==> src/rtl/fifo_pkg.sv <==
// rtl/fifo_pkg.sv - shared FIFO constants and width helper
package fifo_pkg;

  localparam int DEFAULT_DATA_WIDTH = 32;
  localparam int DEFAULT_DEPTH      = 16;

  // Smallest n with 2**n >= value; usable in constant expressions.
  function automatic int clog2(input int value);
    int r;
    r = 0;
    for (int i = 0; i < 31; i++) begin
      if ((1 << i) < value) r = i + 1;
    end
    return r;
  endfunction

endpackage

==> src/rtl/fifo_ram.sv <==
// rtl/fifo_ram.sv - FIFO storage, one sync write port, one async read port
module fifo_ram
  import fifo_pkg::*;
#(
  parameter int DATA_WIDTH = DEFAULT_DATA_WIDTH,
  parameter int DEPTH      = DEFAULT_DEPTH,
  parameter int AW         = clog2(DEPTH)
) (
  input  logic                  clk,
  input  logic                  we,
  input  logic [AW-1:0]         waddr,
  input  logic [DATA_WIDTH-1:0] wdata,
  input  logic [AW-1:0]         raddr,
  output logic [DATA_WIDTH-1:0] rdata
);

  logic [DATA_WIDTH-1:0] mem [DEPTH];

  always_ff @(posedge clk) begin
    if (we) mem[waddr] <= wdata;
  end

  assign rdata = mem[raddr];

endmodule

==> src/rtl/fifo_buffer.sv <==
// rtl/fifo_buffer.sv - first-word-fall-through FIFO with sticky overflow/underflow flags
module fifo_buffer
  import fifo_pkg::*;
#(
  parameter int DATA_WIDTH = DEFAULT_DATA_WIDTH,
  parameter int DEPTH      = DEFAULT_DEPTH,
  parameter int AF_LEVEL   = DEPTH - 2
) (
  input  logic                    ap_clk,
  input  logic                    ap_rst_n,
  input  logic [DATA_WIDTH-1:0]   fifo_i_din,
  output logic                    fifo_i_full_n,
  input  logic                    fifo_i_write,
  output logic [DATA_WIDTH-1:0]   fifo_o_dout,
  output logic                    fifo_o_empty_n,
  input  logic                    fifo_o_read,
  input  logic                    fifo_clr,
  output logic [clog2(DEPTH):0]   count,
  output logic                    almost_full,
  output logic                    ovf,
  output logic                    udf
);

  localparam int AW = clog2(DEPTH);

  logic [AW:0] wr_ptr;
  logic [AW:0] rd_ptr;
  logic        wr_accept;
  logic        rd_accept;

  // Extra pointer bit distinguishes full from empty when the indices match.
  assign count          = wr_ptr - rd_ptr;
  assign fifo_i_full_n  = (count != (AW + 1)'(DEPTH));
  assign fifo_o_empty_n = (count != '0);
  assign almost_full    = (int'(count) >= AF_LEVEL);

  assign wr_accept = fifo_i_write && fifo_i_full_n  && !fifo_clr;
  assign rd_accept = fifo_o_read  && fifo_o_empty_n && !fifo_clr;

  always_ff @(posedge ap_clk or negedge ap_rst_n) begin
    if (!ap_rst_n) begin
      wr_ptr <= '0;
      rd_ptr <= '0;
      ovf    <= 1'b0;
      udf    <= 1'b0;
    end else if (fifo_clr) begin
      wr_ptr <= '0;
      rd_ptr <= '0;
      ovf    <= 1'b0;
      udf    <= 1'b0;
    end else begin
      if (wr_accept) wr_ptr <= wr_ptr + 1'b1;
      if (rd_accept) rd_ptr <= rd_ptr + 1'b1;
      if (fifo_i_write && !fifo_i_full_n)  ovf <= 1'b1;
      if (fifo_o_read  && !fifo_o_empty_n) udf <= 1'b1;
    end
  end

  fifo_ram #(
    .DATA_WIDTH(DATA_WIDTH),
    .DEPTH     (DEPTH),
    .AW        (AW)
  ) u_ram (
    .clk  (ap_clk),
    .we   (wr_accept),
    .waddr(wr_ptr[AW-1:0]),
    .wdata(fifo_i_din),
    .raddr(rd_ptr[AW-1:0]),
    .rdata(fifo_o_dout)
  );

endmodule

==> config.mk <==
export PLATFORM = sky130hd
export DESIGN_NAME = fifo_buffer
export DESIGN_NICKNAME = d
export VERILOG_FILES = /design/src/rtl/fifo_pkg.sv /design/src/rtl/fifo_ram.sv /design/src/rtl/fifo_buffer.sv
export SDC_FILE = /design/constraint.sdc
export NUM_CORES = 1
export LEC_CHECK = 0
export ABC_AREA = 1
export CORE_MARGIN = 1
export CORE_UTILIZATION = 60
export DETAILED_ROUTE_END_ITERATION = 8
export HOLD_SLACK_MARGIN = 0.02
export PLACE_DENSITY = 0.78
export SLEW_MARGIN = 10
export SYNTH_ARGS = -nofsm -noshare
export SYNTH_HDL_FRONTEND = slang
export SYNTH_HIERARCHICAL = 1
export SYNTH_SLANG_ARGS = --single-unit
==> constraint.sdc <==
create_clock -name ap_clk -period 4.37 [get_ports ap_clk]
set_input_delay 0.6555 -clock ap_clk [delete_from_list [all_inputs] [get_ports ap_clk]]
set_output_delay 0.6555 -clock ap_clk [all_outputs]
set_load 0.02 [all_outputs]
==> Flow_metrics.wiki, run 1 <==
{| class="wikitable"
! Metric !! Value
|-
| Effective utilization at floorplan || 61.1%
|-
| # DRC || 0
|-
| Via density per instance || 5.59
|-
| Timing startpoint of the critical path || rd_ptr[0]
|-
| Most instantiated flip-flop cell in the synthesis netlist || sky130_fd_sc_hd__edfxtp_1
|-
| Ratio of cells with drive above 1 in the final layout || 6.35%
|-
| Leading cell types by count after synthesis || sky130_fd_sc_hd__nand2_1 (698), sky130_fd_sc_hd__edfxtp_1 (512), sky130_fd_sc_hd__inv_1 (406)
|-
| Category of the worst setup path launch point || flop
|-
| Synthesized netlist net count || 2,249
|-
| Final hold viol count || 0
|-
| Most frequent cell after synthesis || sky130_fd_sc_hd__nand2_1
|-
| Capturing element type of the critical path || primary output
|-
| Maximum number of pins on one net before global-route repair || 146
|-
| Pwr dens || 522 mW/mm2
|-
| Placer's final routability congestion estimate || 0.846
|-
| Final number of setup-violating endpoints || 0
|-
| Distinct cell type count of the synthesized netlist || 28
|-
| Mapped Cells || 2,205
|-
| Synthesized area per cell || 10.5 um2
|-
| Remaining global-route overflow || 0
|-
| Layout net count || 2,320
|-
| Worst setup path category || reg -> out
|-
| Avg WL per Cell || 19.0 um
|-
| Warnings from Yosys || 6
|-
| Share of Yosys cell area claimed by the top area cell type || 66.7%
|-
| CTS H-Tree Depth || 2
|-
| Die Span X || 198 um
|-
| Buffers inserted by post-CTS timing repair || 0
|-
| Clk_skew || 12.5 ps
|-
| Headroom to the max-slew limit || 34.8%
|-
| Antenna violations before repair || 0
|-
| Final WL || 53.7 mm
|-
| Crit path arrival time || 3490 ps
|-
| Post-cts hold buffer count || 0
|-
| Status || finished clean
|-
| Clock network latency to the later pin of the worst-skew pair || 590 ps
|-
| Mapped cell area || 0.0231 mm2
|-
| Total area of sequential cells || 0.0157 mm2
|-
| Unrepaired setup endpoints after global routing || no
|-
| Setup TNS Final || 0 ps
|-
| Die Ht || 198 um
|-
| Clock Sink Count || 524
|-
| Number of enable flip-flop cells after synthesis || 512
|-
| Biggest area consumer among synthesized cells || sky130_fd_sc_hd__edfxtp_1
|-
| Ant. Diodes || 0
|-
| Row count || 71
|-
| DR iter-0 viols || 1,437
|-
| Placeable core region || 0.0378 mm2
|-
| Pin slew with the least headroom to its limit || 978 ps
|-
| Final Total Pwr || 13,500 uW
|-
| Wire length of the first global-routing pass || 82.9 mm
|-
| Peak fanout along the critical path || 69
|-
| Sequential fraction of the synthesis area || 68.0%
|-
| # fillers || 2,666
|-
| Final worst-path cycle share || 94.9%
|-
| Dominant delay contributor by cell family on the critical path || buffers and inverters
|-
| Post-detailed-placement half-perimeter wirelength || 30.3 mm
|-
| Leakage power total || 0.0109 uW
|-
| Reg-to-reg startpoint || wr_ptr[0]
|-
| Slowest Stage Delay on Critical Path || 700 ps
|-
| Most prevalent standard cell on the critical path || sky130_fd_sc_hd__nand2_1
|-
| CTS root buffer || sky130_fd_sc_hd__clkbuf_16
|-
| Die Footprint || 0.0392 mm2
|-
| Total count of max-transition violations in the final report || 0
|-
| DR pass1 iterations || 7
|-
| CP max stage cell || sky130_fd_sc_hd__buf_4
|-
| Type of the worst min-delay path || in -> async
|-
| Total vias in the final route || 15,811
|-
| Ordered list of cells on the worst path || buf_4 > buf_4 > nand2_1 > nand2_1 > nand2_1 > nand3_1 > nand3_1 > nand2_1 > clkdlybuf4s50_1
|-
| Final critical-path required period || 4150 ps
|-
| Cell types with the largest area share after synthesis || sky130_fd_sc_hd__edfxtp_1 (67%), sky130_fd_sc_hd__nand2_1 (11%), sky130_fd_sc_hd__nand3_1 (8.7%), sky130_fd_sc_hd__inv_1 (6.6%), sky130_fd_sc_hd__buf_6 (1.4%)
|-
| Final worst slack || 222 ps
|-
| Peak supply drop || 0.475 mV
|-
| Total of flip-flops plus latches after synthesis || 524
|-
| CTS buffer count || 52
|-
| Minimum setup slack after placement || 801 ps
|-
| Post-cts sizing count || 0
|-
| Boundary Pins || 79
|-
| Fraction of registers with async set/reset || 2.29%
|-
| Max-capacitance violation count || 0
|-
| Clock transition at the register clock pins on the worst setup and hold paths after CTS || 60 ps
|-
| R2R depth || 14
|-
| Worst Path Buf+Inv || 3
|-
| Clock tree from TritonCTS || done
|-
| Post-detailed-route count of antenna-violating nets || 0
|-
| Total routing resource utilization after global routing || 28.0%
|-
| CTS max path bufs || 3
|-
| Number of global-route vias before repair || 15,625
|-
| Area delta synth->final || 12.6%
|-
| Maximum clock frequency || 241 MHz
|-
| Required time at the worst-slack endpoint || 3710 ps
|-
| IO Port Bufs || 78
|-
| Cell count along the critical path || 9
|-
| Area taken by multi-input logic gates || 0.00525 mm2
|}
[layout make-up]
| cell class | instances | share of cell area, % |
|---|---|---|
| multi-input combinational | 1166 | 20.2 |
| sequential | 524 | 60.4 |
| clock inverter | 25 | 0.559 |
| inverter | 408 | 5.93 |
| tap | 511 | 2.46 |
| timing repair buffer | 124 | 5.06 |
| clock buffer | 69 | 5.34 |
[placed cells by master (no fill, tap or decap), drive strengths merged, types with 20 or more instances in the layout]
cell           instances
buf                   46
clkbuf                69
clkdlybuf4s50         78
clkinv                22
edfxtp               512
inv                  409
nand2                704
nand3                407
nor2                  20
[through the flow]
step	hold WS (ps)	area (um2)	cells	utilization, %
6_report	432	26000	2827	68.8
5_1_grt	466	26000	2827	68.8
4_1_cts	441	26000	2827	68.8
3_5_place_dp	521	24400	2733	64.7
3_3_place_gp	517	24400	2733	64.7
2_1_floorplan	360	23100	2205	-
[metal layers]
| metal | track usage, % | share of wire, % | vias to the layer above | wire length, um |
|---|---|---|---|---|
| met3 | 4.10 | 8.5 | 131 | 4560 |
| met2 | 47.2 | 50 | 812 | 26700 |
| li1 | - | - | 7270 | - |
| met1 | 36.2 | 38 | 7598 | 20600 |
| met5 | 0 | 0 | - | 0 |
| met4 | 12.1 | 3.3 | 0 | 1780 |
[cell families (layout without fill, tap and decap cells)]
group	count (synthesis)	after routing	synth area share, %
simple gates	1147	1147	21.4
flops	524	524	68.0
buf+inv	515	626	9.74
fa+ha+maj	7	7	0.412
xor+xnor	7	7	0.299
compound gates	5	5	0.109
[flip-flops by register name, summed over array words and instances (netlist names)]
| name | count |
|---|---|
| rd_ptr | 5 |
| ovf | 1 |
| udf | 1 |
| wr_ptr | 5 |
| u_ram/mem | 512 |
[worst paths after layout]
check	end	slack, ps
max	fifo_o_dout[1]	220
min	rd_ptr[1]	430
max reg2reg	u_ram/mem[5][25]	740
min reg2reg	ovf	520
max in group asynchronous	rd_ptr[0]	3510
min in group ap_clk	ovf	520
[report_power, final]
group	internal [uW]	switching [uW]	total (uW)
registers	5640	46.9	5680
clock network	2280	1790	4070
logic	1300	2500	3790
total	9210	4340	13500
Note: power is estimated with default switching activity, not from simulation.
==> inputs of run 2 (changes only) <==
--- a/config.mk
+++ b/config.mk
@@ -7,10 +7,10 @@
 export LEC_CHECK = 0
 export ABC_AREA = 1
 export CORE_MARGIN = 1
-export CORE_UTILIZATION = 60
+export CORE_UTILIZATION = 50
 export DETAILED_ROUTE_END_ITERATION = 8
 export HOLD_SLACK_MARGIN = 0.02
-export PLACE_DENSITY = 0.78
+export PLACE_DENSITY = 0.67
 export SLEW_MARGIN = 10
 export SYNTH_ARGS = -nofsm -noshare
 export SYNTH_HDL_FRONTEND = slang
==> constraint.sdc (replaced) <==
create_clock -name ap_clk -period 4.2 [get_ports ap_clk]
set_input_delay 0.63 -clock ap_clk [delete_from_list [all_inputs] [get_ports ap_clk]]
set_output_delay 0.63 -clock ap_clk [all_outputs]
set_load 0.02 [all_outputs]
==> Flow_metrics.wiki, run 2 (same netlist as run 1, synthesis figures left out) <==
{| class="wikitable"
! Metric !! Value
|-
| Status || finished clean
|-
| Avg WL per Cell || 18.4 um (-3.1%)
|-
| Via density per instance || 5.25 (-6.1%)
|-
| DR pass1 iterations || 5 (-2)
|-
| Slowest Stage Delay on Critical Path || 860 ps (+160 ps)
|-
| Headroom to the max-slew limit || 21.3% (-14 points)
|-
| Post-detailed-route count of antenna-violating nets || 0 (unchanged)
|-
| Pin slew with the least headroom to its limit || 1180 ps (+203 ps)
|-
| Max-capacitance violation count || 0 (unchanged)
|-
| Clock network latency to the later pin of the worst-skew pair || 600 ps (about the same)
|-
| Required time at the worst-slack endpoint || 3570 ps (-140 ps)
|-
| Final WL || 53.7 mm (about the same)
|-
| Clock transition at the register clock pins on the worst setup and hold paths after CTS || 60 ps (about the same)
|-
| Reg with most FFs || u_ram/mem
|-
| Clock tree from TritonCTS || done
|-
| Leakage power total || 0.0110 uW (+0.79%)
|-
| Maximum clock frequency || 256 MHz
|-
| Setup TNS Final || 0 ps (unchanged)
|-
| R2R depth || 14 (unchanged)
|-
| Clk network pwr share || 32.5% (+2.5 points)
|-
| Total vias in the final route || 15,329 (-3.0%)
|-
| Post-cts sizing count || 0 (unchanged)
|-
| Peak fanout along the critical path || 102 (+48%)
|-
| Internal power summed over all cells || 10,000 uW (+8.9%)
|-
| Net switching power of the design || 4610 uW (+6.2%)
|-
| Pwr dens || 558 mW/mm2 (+7.0%)
|-
| Total count of max-transition violations in the final report || 0 (unchanged)
|-
| Net switching fraction of the power || 31.5% (-0.54 points)
|-
| Ratio of cells with drive above 1 in the final layout || 6.68% (+0.34 points)
|-
| Capturing element type of the critical path || primary output
|-
| Final worst-path cycle share || 93.1%
|-
| Peak supply drop || 0.604 mV (+27%)
|-
| Sequential cell fraction of total power || 40.4% (-1.5 points)
|-
| Number of global-route vias before repair || 15,076 (-3.5%)
|-
| Die Ht || 217 um (+9.4%)
|-
| Registers with the highest flip-flop counts || u_ram/mem (512), rd_ptr (5), wr_ptr (5)
|-
| Clk_skew || 14.2 ps (+1.70 ps)
|-
| Post-cts hold buffer count || 0 (unchanged)
|-
| Top library cells by usage in the layout, fill and taps aside || sky130_fd_sc_hd__nand2_1 (698), sky130_fd_sc_hd__edfxtp_1 (512), sky130_fd_sc_hd__inv_1 (404), sky130_fd_sc_hd__nand3_1 (400), sky130_fd_sc_hd__clkdlybuf4s50_1 (78)
|-
| Final critical-path required period || 3910 ps
|-
| Wire length of the first global-routing pass || 83.8 mm (+1.1%)
|-
| Worst setup path category || reg -> out
|-
| Crit path arrival time || 3280 ps (-210 ps)
|-
| CTS buffer count || 54 (+3.8%)
|-
| Antenna violations before repair || 0 (unchanged)
|-
| CTS max path bufs || 3 (unchanged)
|-
| Timing startpoint of the critical path || rd_ptr[0]
|-
| Placeable core region || 0.0454 mm2 (+20%)
|-
| Layout net count || 2,319 (-0.043%)
|-
| Boundary Pins || 79 (unchanged)
|-
| Ordered list of cells on the worst path || buf_4 > nand2_1 > nand3_1 > nand3_1 > nand3_1 > nand2_1 > clkdlybuf4s50_1
|-
| Area delta synth->final || 13.7%
|-
| DR iter-0 viols || 1,704 (+19%)
|-
| Final hold viol count || 0 (unchanged)
|-
| Most prevalent standard cell on the critical path || sky130_fd_sc_hd__nand3_1
|-
| # DRC || 0 (unchanged)
|-
| Die Span X || 217 um (+9.4%)
|-
| Total routing resource utilization after global routing || 23.2% (-4.8 points)
|-
| IO Port Bufs || 78 (unchanged)
|-
| Type of the worst min-delay path || in -> async
|-
| Post-detailed-placement half-perimeter wirelength || 29.6 mm (-2.3%)
|-
| Final number of setup-violating endpoints || 0 (unchanged)
|-
| Buffers inserted by post-CTS timing repair || 0 (unchanged)
|-
| Reg-to-reg startpoint || wr_ptr[0]
|-
| Max reg flops || 512 (unchanged)
|-
| Area post-placement || 0.0244 mm2 (about the same)
|-
| Maximum number of pins on one net before global-route repair || 159 (+8.9%)
|-
| Area of all placed cells without fillers || 0.0262 mm2 (+0.94%)
|-
| Remaining global-route overflow || 0 (unchanged)
|-
| Ant. Diodes || 0 (unchanged)
|-
| Clock Sink Count || 524 (unchanged)
|-
| Proportion of power drawn by combinational gates || 27.0% (-1.0 points)
|-
| Category of the worst setup path launch point || flop
|-
| Row count || 78 (+9.9%)
|-
| CTS H-Tree Depth || 2 (unchanged)
|-
| Effective utilization at floorplan || 50.8% (-10 points)
|-
| Unrepaired setup endpoints after global routing || no
|-
| Placer's final routability congestion estimate || 0.830 (-1.9%)
|-
| # fillers || 3,730 (+40%)
|-
| Most frequent standard cell in the layout excluding fill and tap cells || sky130_fd_sc_hd__nand2_1
|-
| CP max stage cell || sky130_fd_sc_hd__buf_4
|-
| Die Footprint || 0.0470 mm2 (+20%)
|-
| CTS root buffer || sky130_fd_sc_hd__clkbuf_16
|}
==> run 2: cell types whose count changed in the layout (fill, tap and decap cells not counted) <==
cell,before,now
sky130_fd_sc_hd__inv_6,3,1
sky130_fd_sc_hd__buf_12,15,9
sky130_fd_sc_hd__clkinv_2,5,9
sky130_fd_sc_hd__clkbuf_1,16,11
sky130_fd_sc_hd__buf_4,31,34
sky130_fd_sc_hd__inv_2,1,2
sky130_fd_sc_hd__clkinvlp_4,1,0
sky130_fd_sc_hd__bufinv_16,1,6
sky130_fd_sc_hd__clkbuf_16,53,57
==> run 2: worst max-delay path: cells and delay by family, from the launching register on <==
| family | cells | cell delay, ps |
|---|---|---|
| AND/OR/NAND/NOR | 5 | 720 |
| buffers and inverters | 2 | 1420 |
| flip-flops | 1 | 460 |
==> run 2: final cells by class <==
cell class	count	area [um2]	share of cell area [%]
timing repair buffer	121	1220	4.64
multi-input combinational	1166	5250	20.0
tap	600	751	2.86
sequential	524	15700	59.9
clock inverter	32	294	1.12
clock buffer	68	1470	5.60
inverter	408	1540	5.87
==> run 2: stage by stage <==
| step | cells | utilization [%] | worst slack (ps) | hold WS [ps] | total power [uW] |
|---|---|---|---|---|---|
| floorplan | 2205 | - | 216 | 334 | 8710 |
| global placement | 2819 | 53.9 | 804 | 514 | 9900 |
| detailed placement | 2819 | 53.9 | 701 | 519 | 9970 |
| CTS | 2919 | 57.7 | 232 | 398 | 14700 |
| global route | 2919 | 57.7 | 57.8 | 463 | 15300 |
| finish | 2919 | 57.7 | 289 | 416 | 14600 |
==> run 2: per-layer routing <==
metal	track usage, %	share of wire, %	wire [um]	vias to the layer above
met5	0	0	0	-
met1	32.4	43	23100	7426
met2	37.6	48	25900	551
li1	-	-	-	7280
met4	6.27	1.8	966	0
met3	3.73	7.1	3790	72
==> run 2: final timing paths <==
path / endpoint / slack [ps]
max in group asynchronous: rd_ptr[1] / 3340
worst min-delay path: ovf / 420
min in group ap_clk: ovf / 520
worst max-delay path: fifo_o_dout[12] / 290
worst max register to register: u_ram/mem[5][21] / 670
worst min register to register: ovf / 520
==> run 2: power by group through the flow <==
stage	clock [uW]	combinational (uW)	sequential, uW
2_1_floorplan	0	2690	6020
3_3_place_gp	0	3880	6020
3_5_place_dp	0	3950	6030
4_1_cts	4830	3970	5920
5_1_grt	5020	4320	5930
6_report	4760	3950	5920
